### config.mk
export PLATFORM = sky130hd
export DESIGN_NAME = host_seq
export DESIGN_NICKNAME = d
export VERILOG_FILES = /design/src/rtl/host_seq_pkg.sv /design/src/rtl/host_seq_fifo.sv /design/src/rtl/host_seq.sv
export SDC_FILE = /design/constraint.sdc
export NUM_CORES = 1
export LEC_CHECK = 0
export ABC_CLOCK_PERIOD_IN_PS = 5300
export BUFFER_PORTS_ARGS = -buffer_cell sky130_fd_sc_hd__buf_2
export CORE_AREA = 2 2 228 230
export DETAILED_ROUTE_END_ITERATION = 16
export DIE_AREA = 0 0 230 232
export SETUP_SLACK_MARGIN = 0.1
export SLEW_MARGIN = 20
export SYNTH_ARGS = -nofsm -noshare
export SYNTH_HDL_FRONTEND = slang
export SYNTH_SLANG_ARGS = --single-unit
### constraint.sdc
create_clock -name clk -period 5.3 [get_ports clk]
set_input_delay 0.795 -clock clk [delete_from_list [all_inputs] [get_ports clk]]
set_output_delay 0.795 -clock clk [all_outputs]
set_load 0.02 [all_outputs]
### src/rtl/host_seq_pkg.sv
// host_seq_pkg: shared types for the host-port sequencer.
// Widths match the four-host arbiter host port (32-bit address/data, 4 byte enables).
// Holds the sequencer state enum and the buffered command struct.
package host_seq_pkg;

  localparam int HSEQ_AW = 32;
  localparam int HSEQ_DW = 32;
  localparam int HSEQ_BW = 4;

  typedef enum logic [1:0] {
    IDLE  = 2'd0,
    ISSUE = 2'd1,
    GAP   = 2'd2,
    RESP  = 2'd3
  } state_t;

  typedef struct packed {
    logic               wr;
    logic [HSEQ_AW-1:0] addr;
    logic [HSEQ_BW-1:0] be;
    logic [HSEQ_DW-1:0] data;
    logic               cpu;
  } cmd_t;

endpackage

### src/rtl/host_seq_fifo.sv
// host_seq_fifo: synchronous FIFO of command structs with level/full/empty.
// Latency: a push is visible at the head (and in level) one cycle later; head is combinational.
// Backpressure: pushes while full and pops while empty are ignored.
module host_seq_fifo
  import host_seq_pkg::*;
#(
  parameter int DEPTH = 4
) (
  input  logic                  clk,
  input  logic                  reset,
  input  logic                  push,
  input  cmd_t                  push_cmd,
  input  logic                  pop,
  output cmd_t                  head,
  output logic [$clog2(DEPTH):0] level,
  output logic                  full,
  output logic                  empty
);

  localparam int PW = $clog2(DEPTH);
  localparam logic [PW:0] FULL_LEVEL = (PW+1)'(DEPTH);

  cmd_t          mem [DEPTH];
  logic [PW-1:0] wr_ptr;
  logic [PW-1:0] rd_ptr;
  logic          do_push;
  logic          do_pop;

  assign do_push = push && !full;
  assign do_pop  = pop && !empty;
  assign full    = (level == FULL_LEVEL);
  assign empty   = (level == '0);
  assign head    = mem[rd_ptr];

  // Pointer and occupancy tracking; simultaneous push and pop keep the level
  always_ff @(posedge clk) begin
    if (reset) begin
      wr_ptr <= '0;
      rd_ptr <= '0;
      level  <= '0;
    end else begin
      if (do_push) wr_ptr <= wr_ptr + 1'b1;
      if (do_pop)  rd_ptr <= rd_ptr + 1'b1;
      case ({do_push, do_pop})
        2'b10:   level <= level + 1'b1;
        2'b01:   level <= level - 1'b1;
        default: level <= level;
      endcase
    end
  end

  // Storage array; contents need no reset since level gates every read
  always_ff @(posedge clk) begin
    if (do_push) mem[wr_ptr] <= push_cmd;
  end

endmodule

### src/rtl/host_seq.sv
// host_seq: issues buffered read/write commands one at a time on an arbiter host port.
// Latency: push to strobe 2 cycles; ack to rsp_valid 1 cycle. Optional retry: HSEQ_RETRY_EN.
// Backpressure: cmd_ready = !full; a held response (rsp_ready low) stalls further issue.
module host_seq
  import host_seq_pkg::*;
#(
  parameter int AW        = HSEQ_AW,
  parameter int DW        = HSEQ_DW,
  parameter int BW        = HSEQ_BW,
  parameter int DEPTH     = 4,
  parameter int RETRY_MAX = 2
) (
  input  logic                   clk,
  input  logic                   reset,
  input  logic                   cmd_valid,
  output logic                   cmd_ready,
  input  logic                   cmd_wr,
  input  logic [AW-1:0]          cmd_addr,
  input  logic [BW-1:0]          cmd_be,
  input  logic [DW-1:0]          cmd_data,
  input  logic                   cmd_cpu,
  output logic                   rsp_valid,
  input  logic                   rsp_ready,
  output logic [DW-1:0]          rsp_data,
  output logic                   rsp_wr,
  output logic                   rsp_timeout,
  output logic                   hcpu,
  output logic [AW-1:0]          haddr,
  output logic [BW-1:0]          hbe,
  output logic [DW-1:0]          hdwr,
  output logic                   hrd,
  output logic                   hwr,
  input  logic [DW-1:0]          hdrd,
  input  logic [1:0]             hack,
  output logic                   busy,
  output logic [$clog2(DEPTH):0] fifo_level,
  output logic [7:0]             err_cnt
);

  state_t state;
  state_t state_nxt;
  cmd_t   cmd_in;
  cmd_t   head;
  cmd_t   wk;
  logic   fifo_full;
  logic   fifo_empty;
  logic   pop;
  logic   ack;
  logic   ack_to;
  logic   retry_avail;
  logic   finish;

  assign ack    = hack[0];
  assign ack_to = hack[1];

  assign cmd_in = '{wr: cmd_wr, addr: cmd_addr, be: cmd_be, data: cmd_data, cpu: cmd_cpu};

  host_seq_fifo #(.DEPTH(DEPTH)) u_fifo (
    .clk      (clk),
    .reset    (reset),
    .push     (cmd_valid),
    .push_cmd (cmd_in),
    .pop      (pop),
    .head     (head),
    .level    (fifo_level),
    .full     (fifo_full),
    .empty    (fifo_empty)
  );

  assign cmd_ready = !fifo_full;
  // The working register is loaded exactly on the IDLE->ISSUE step
  assign pop       = (state == IDLE) && !fifo_empty;
  // Attempt completes into a response (as opposed to looping through GAP)
  assign finish    = (state == ISSUE) && ack && !(ack_to && retry_avail);

`ifdef HSEQ_RETRY_EN
  localparam int RCW = $clog2(RETRY_MAX + 2);
  logic [RCW-1:0] retry_cnt;

  // Reissue count for the current command; cleared when a new command is loaded
  always_ff @(posedge clk) begin
    if (reset)              retry_cnt <= '0;
    else if (pop)           retry_cnt <= '0;
    else if (state == GAP)  retry_cnt <= retry_cnt + 1'b1;
  end

  assign retry_avail = (retry_cnt < RCW'(RETRY_MAX));
`else
  // Retries compiled out: every timeout ends the command (RETRY_MAX kept for a shared parameter list)
  assign retry_avail = 1'b0 & (RETRY_MAX != 0);
`endif

  // State register
  always_ff @(posedge clk) begin
    if (reset) state <= IDLE;
    else       state <= state_nxt;
  end

  // Next-state logic; hack is only honoured in ISSUE
  always_comb begin
    state_nxt = state;
    case (state)
      IDLE:  if (!fifo_empty) state_nxt = ISSUE;
      ISSUE: if (ack) state_nxt = (ack_to && retry_avail) ? GAP : RESP;
`ifdef HSEQ_RETRY_EN
      GAP:   state_nxt = ISSUE;
`endif
      RESP:  if (rsp_ready) state_nxt = IDLE;
      default: state_nxt = IDLE;
    endcase
  end

  // Host-port outputs; the strobe is masked by the ack pulse so it drops in the ack cycle
  always_comb begin
    hcpu      = 1'b0;
    haddr     = '0;
    hbe       = '0;
    hdwr      = '0;
    hrd       = 1'b0;
    hwr       = 1'b0;
    rsp_valid = (state == RESP);
    busy      = !fifo_empty || (state != IDLE);
    if (state == ISSUE) begin
      hcpu  = wk.cpu;
      haddr = wk.addr;
      hbe   = wk.be;
      hdwr  = wk.data;
      hrd   = !wk.wr && !ack;
      hwr   = wk.wr && !ack;
    end
  end

  // Working command, response capture and saturating timeout counter
  always_ff @(posedge clk) begin
    if (reset) begin
      wk          <= '0;
      rsp_data    <= '0;
      rsp_wr      <= 1'b0;
      rsp_timeout <= 1'b0;
      err_cnt     <= '0;
    end else begin
      if (pop) wk <= head;
      if (finish) begin
        rsp_data    <= wk.wr ? '0 : hdrd;
        rsp_wr      <= wk.wr;
        rsp_timeout <= ack_to;
        if (ack_to && (err_cnt != 8'hFF)) err_cnt <= err_cnt + 8'd1;
      end
    end
  end

endmodule
==> results.txt <==
Status: finished clean
First-pass DRT Iterations: 4
Largest area contributor in the synthesized netlist: edfxtp_1
Min-delay worst type: flop to flop
HPWL after detailed placement: 19700 um
RSZ-0062 raised after global routing: no
Mapped Nets: 1110
Commonest cells post-synth: edfxtp_1, nand2_1, dfxtp_1, a21oi_1
CP Class: flop to output pin
Die Height: 232 um
Critical Path Sink Type: output pin
Routability congestion estimate: 0.802
Wire length per cell: 18.0 um
Port bufs: 226
Die extent in x: 230 um
Worst-path maximum fanout: 29
Antenna violations before repair: 5
CTS tree: yes
Share of flip-flops with an asynchronous set or reset: 0
Num CTS Buffers: 43
Post-synthesis cell count: 995
Final hold violation count: 0
Syn-to-layout area delta: 21.3%
Row count: 83
Post-CTS resize count: 0
Fin area: 18400 um^2
Max frequency: 319 MHz
Distinct cells, synth: 37
Largest net degree at the start of global routing: 72
Setup TNS: 0 ps
Worst-Skew Late Latency: 550 ps
WP data required: 4510 ps
Number of global-route vias before repair: 9024
Routed via count: 8717
Share of layout cells above drive strength 1: 0.310
H-tree Lvls: 2
Final count of pins violating max slew: 0
Worst Max-Slew Pin Slew: 1050 ps
Vias per inst: 4.51
Top_reg_cell synth: edfxtp_1
WL final: 34800 um
Nets: 1331
Synthesis Warnings: 0
EDFF count, synth: 280
First-pass GRT wire length: 52600 um
Hold Path Depth: 2
Synthesized flop and latch total: 401
Clock transition at path regs: 60 ps
Relative slew slack: 0.302
DIE AREA: 53400 um^2
Hold slack: 448 ps
Top-level I/O count: 227
Gr ovfl total: 0
Post-CTS setup buffer count: 0
Final period util: 0.591
Final std cells w/o fill: 1931
Syn Area/Cell: 15.2 um^2
CTS Hold Bufs: 0
Final antenna-violating net count: 0
Min Tclk post-route: 3130 ps
Post-Syn Area: 15100 um^2
Leak: 0.00654 uW
Type of origin of the critical path: flop
Drt initial violations: 379
Final Setup Violations: 0
Dpl cells: 1850
Drt drc: 0
Worst-case clock buffer depth: 3
Post-DP Area: 16900 um^2
Cell Pwr Density: 514 nW/um^2
Initial Util: 0.298
Leading post-synthesis cells by cell area: edfxtp_1, dfxtp_1, mux4_2
Skew final: 17.6 ps
Count leader, synth: edfxtp_1
R2r worst-path depth: 8
Core ar.: 50900 um^2
Seq/Total Area, Yosys: 0.715
Top-area cell type share of the netlist area: 0.555
CTS root buf: clkbuf_16
Worst EP arrival: 2340 ps
Worst vdd ir: 0.279 mV
Final Util: 0.361
Sink Count: 401
Total GRT Usage: 0.129
Maxcap violations: 0
## final cells by class
| type | count | area, um^2 |
|---|---|---|
| Inverter | 4 | 16.3 |
| Sequential cell | 401 | 10800 |
| Antenna cell | 1 | 2.50 |
| Tap cell | 680 | 851 |
| Timing Repair Buffer | 238 | 1240 |
| Clock inverter | 25 | 231 |
| Fill cell | 4936 | 32500 |
| Clock buffer | 54 | 1170 |
| Multi-Input combinational cell | 528 | 4020 |
## sequential cells by signal, indices dropped and copies added (netlist names)
signal         cells
err_cnt            8
rsp_data          32
rsp_timeout        1
rsp_wr             1
state              2
u_fifo.level       3
u_fifo.mem       280
u_fifo.rd_ptr      2
u_fifo.wr_ptr      2
wk                70
## path summary, 6_finish.rpt
check,from,to,slack [ps]
hold reg to reg,rsp_data[22],rsp_data[22],450
hold / removal,rsp_data[22],rsp_data[22],450
setup / recovery,state[0],haddr[7],2170
setup reg to reg,u_fifo.level[0],u_fifo.level[2],2330
## where the power goes
group	total [uW]	internal [uW]	switching (uW)	leakage, uW
registers	4210	3940	277	0.00356
logic	2250	849	1400	0.00231
clock network	2970	1760	1210	0.000676
total	9430	6550	2890	0.00654
## placed cells by master (no fill, tap or decap), types with 4 or more instances in the layout
cell and count:
edfxtp_1 280, buf_2 225, nand2_1 180, dfxtp_1 119, a21oi_1 109, mux4_2 70
and2_1 69, clkbuf_16 45, nand3b_1 34, nor2_1 16, buf_4 12, clkinv_1 10
clkbuf_1 8, clkinv_2 6, ha_1 6, xnor2_1 5, xor2_1 5, and3_4 4
bufinv_16 4
## cells by family (layout without fill, tap and decap cells)
logic type,Yosys count,after routing,synth area share
mux,73,73,0.106
fa+ha+maj,7,7,0.00628
other cells,0,1,0
flops,401,401,0.715
xor+xnor,10,10,0.00578
simple gates,324,324,0.106
buf+inv,66,321,0.0224
compound gates,114,114,0.0389
## routing by layer
layer | share of wire | vias up | global-route usage
met2 | 0.48 | 226 | 0.218
li1 | - | 4100 | -
met3 | 0.053 | 49 | 0.0334
met4 | 0.016 | 8 | 0.0325
met1 | 0.45 | 4334 | 0.164
met5 | 0.0016 | - | 0
## per-stage QoR
| stage | worst slack (ps) | power [uW] |
|---|---|---|
| 5_1_grt | 1940 | 9970 |
| 3_3_place_gp | 2350 | 6520 |
| 4_1_cts | 1780 | 9590 |
| 2_1_floorplan | 2260 | 5820 |
| 6_report | 2170 | 9430 |
| 3_5_place_dp | 2320 | 6570 |
## critical path: stages, from the launching register on
cell and delay [ps]:
dfxtp_1 380, nor2b_4 540, buf_16 230, buf_4 280, and2_1 180, buf_2 160
Note: power is estimated with default switching activity, not from simulation.
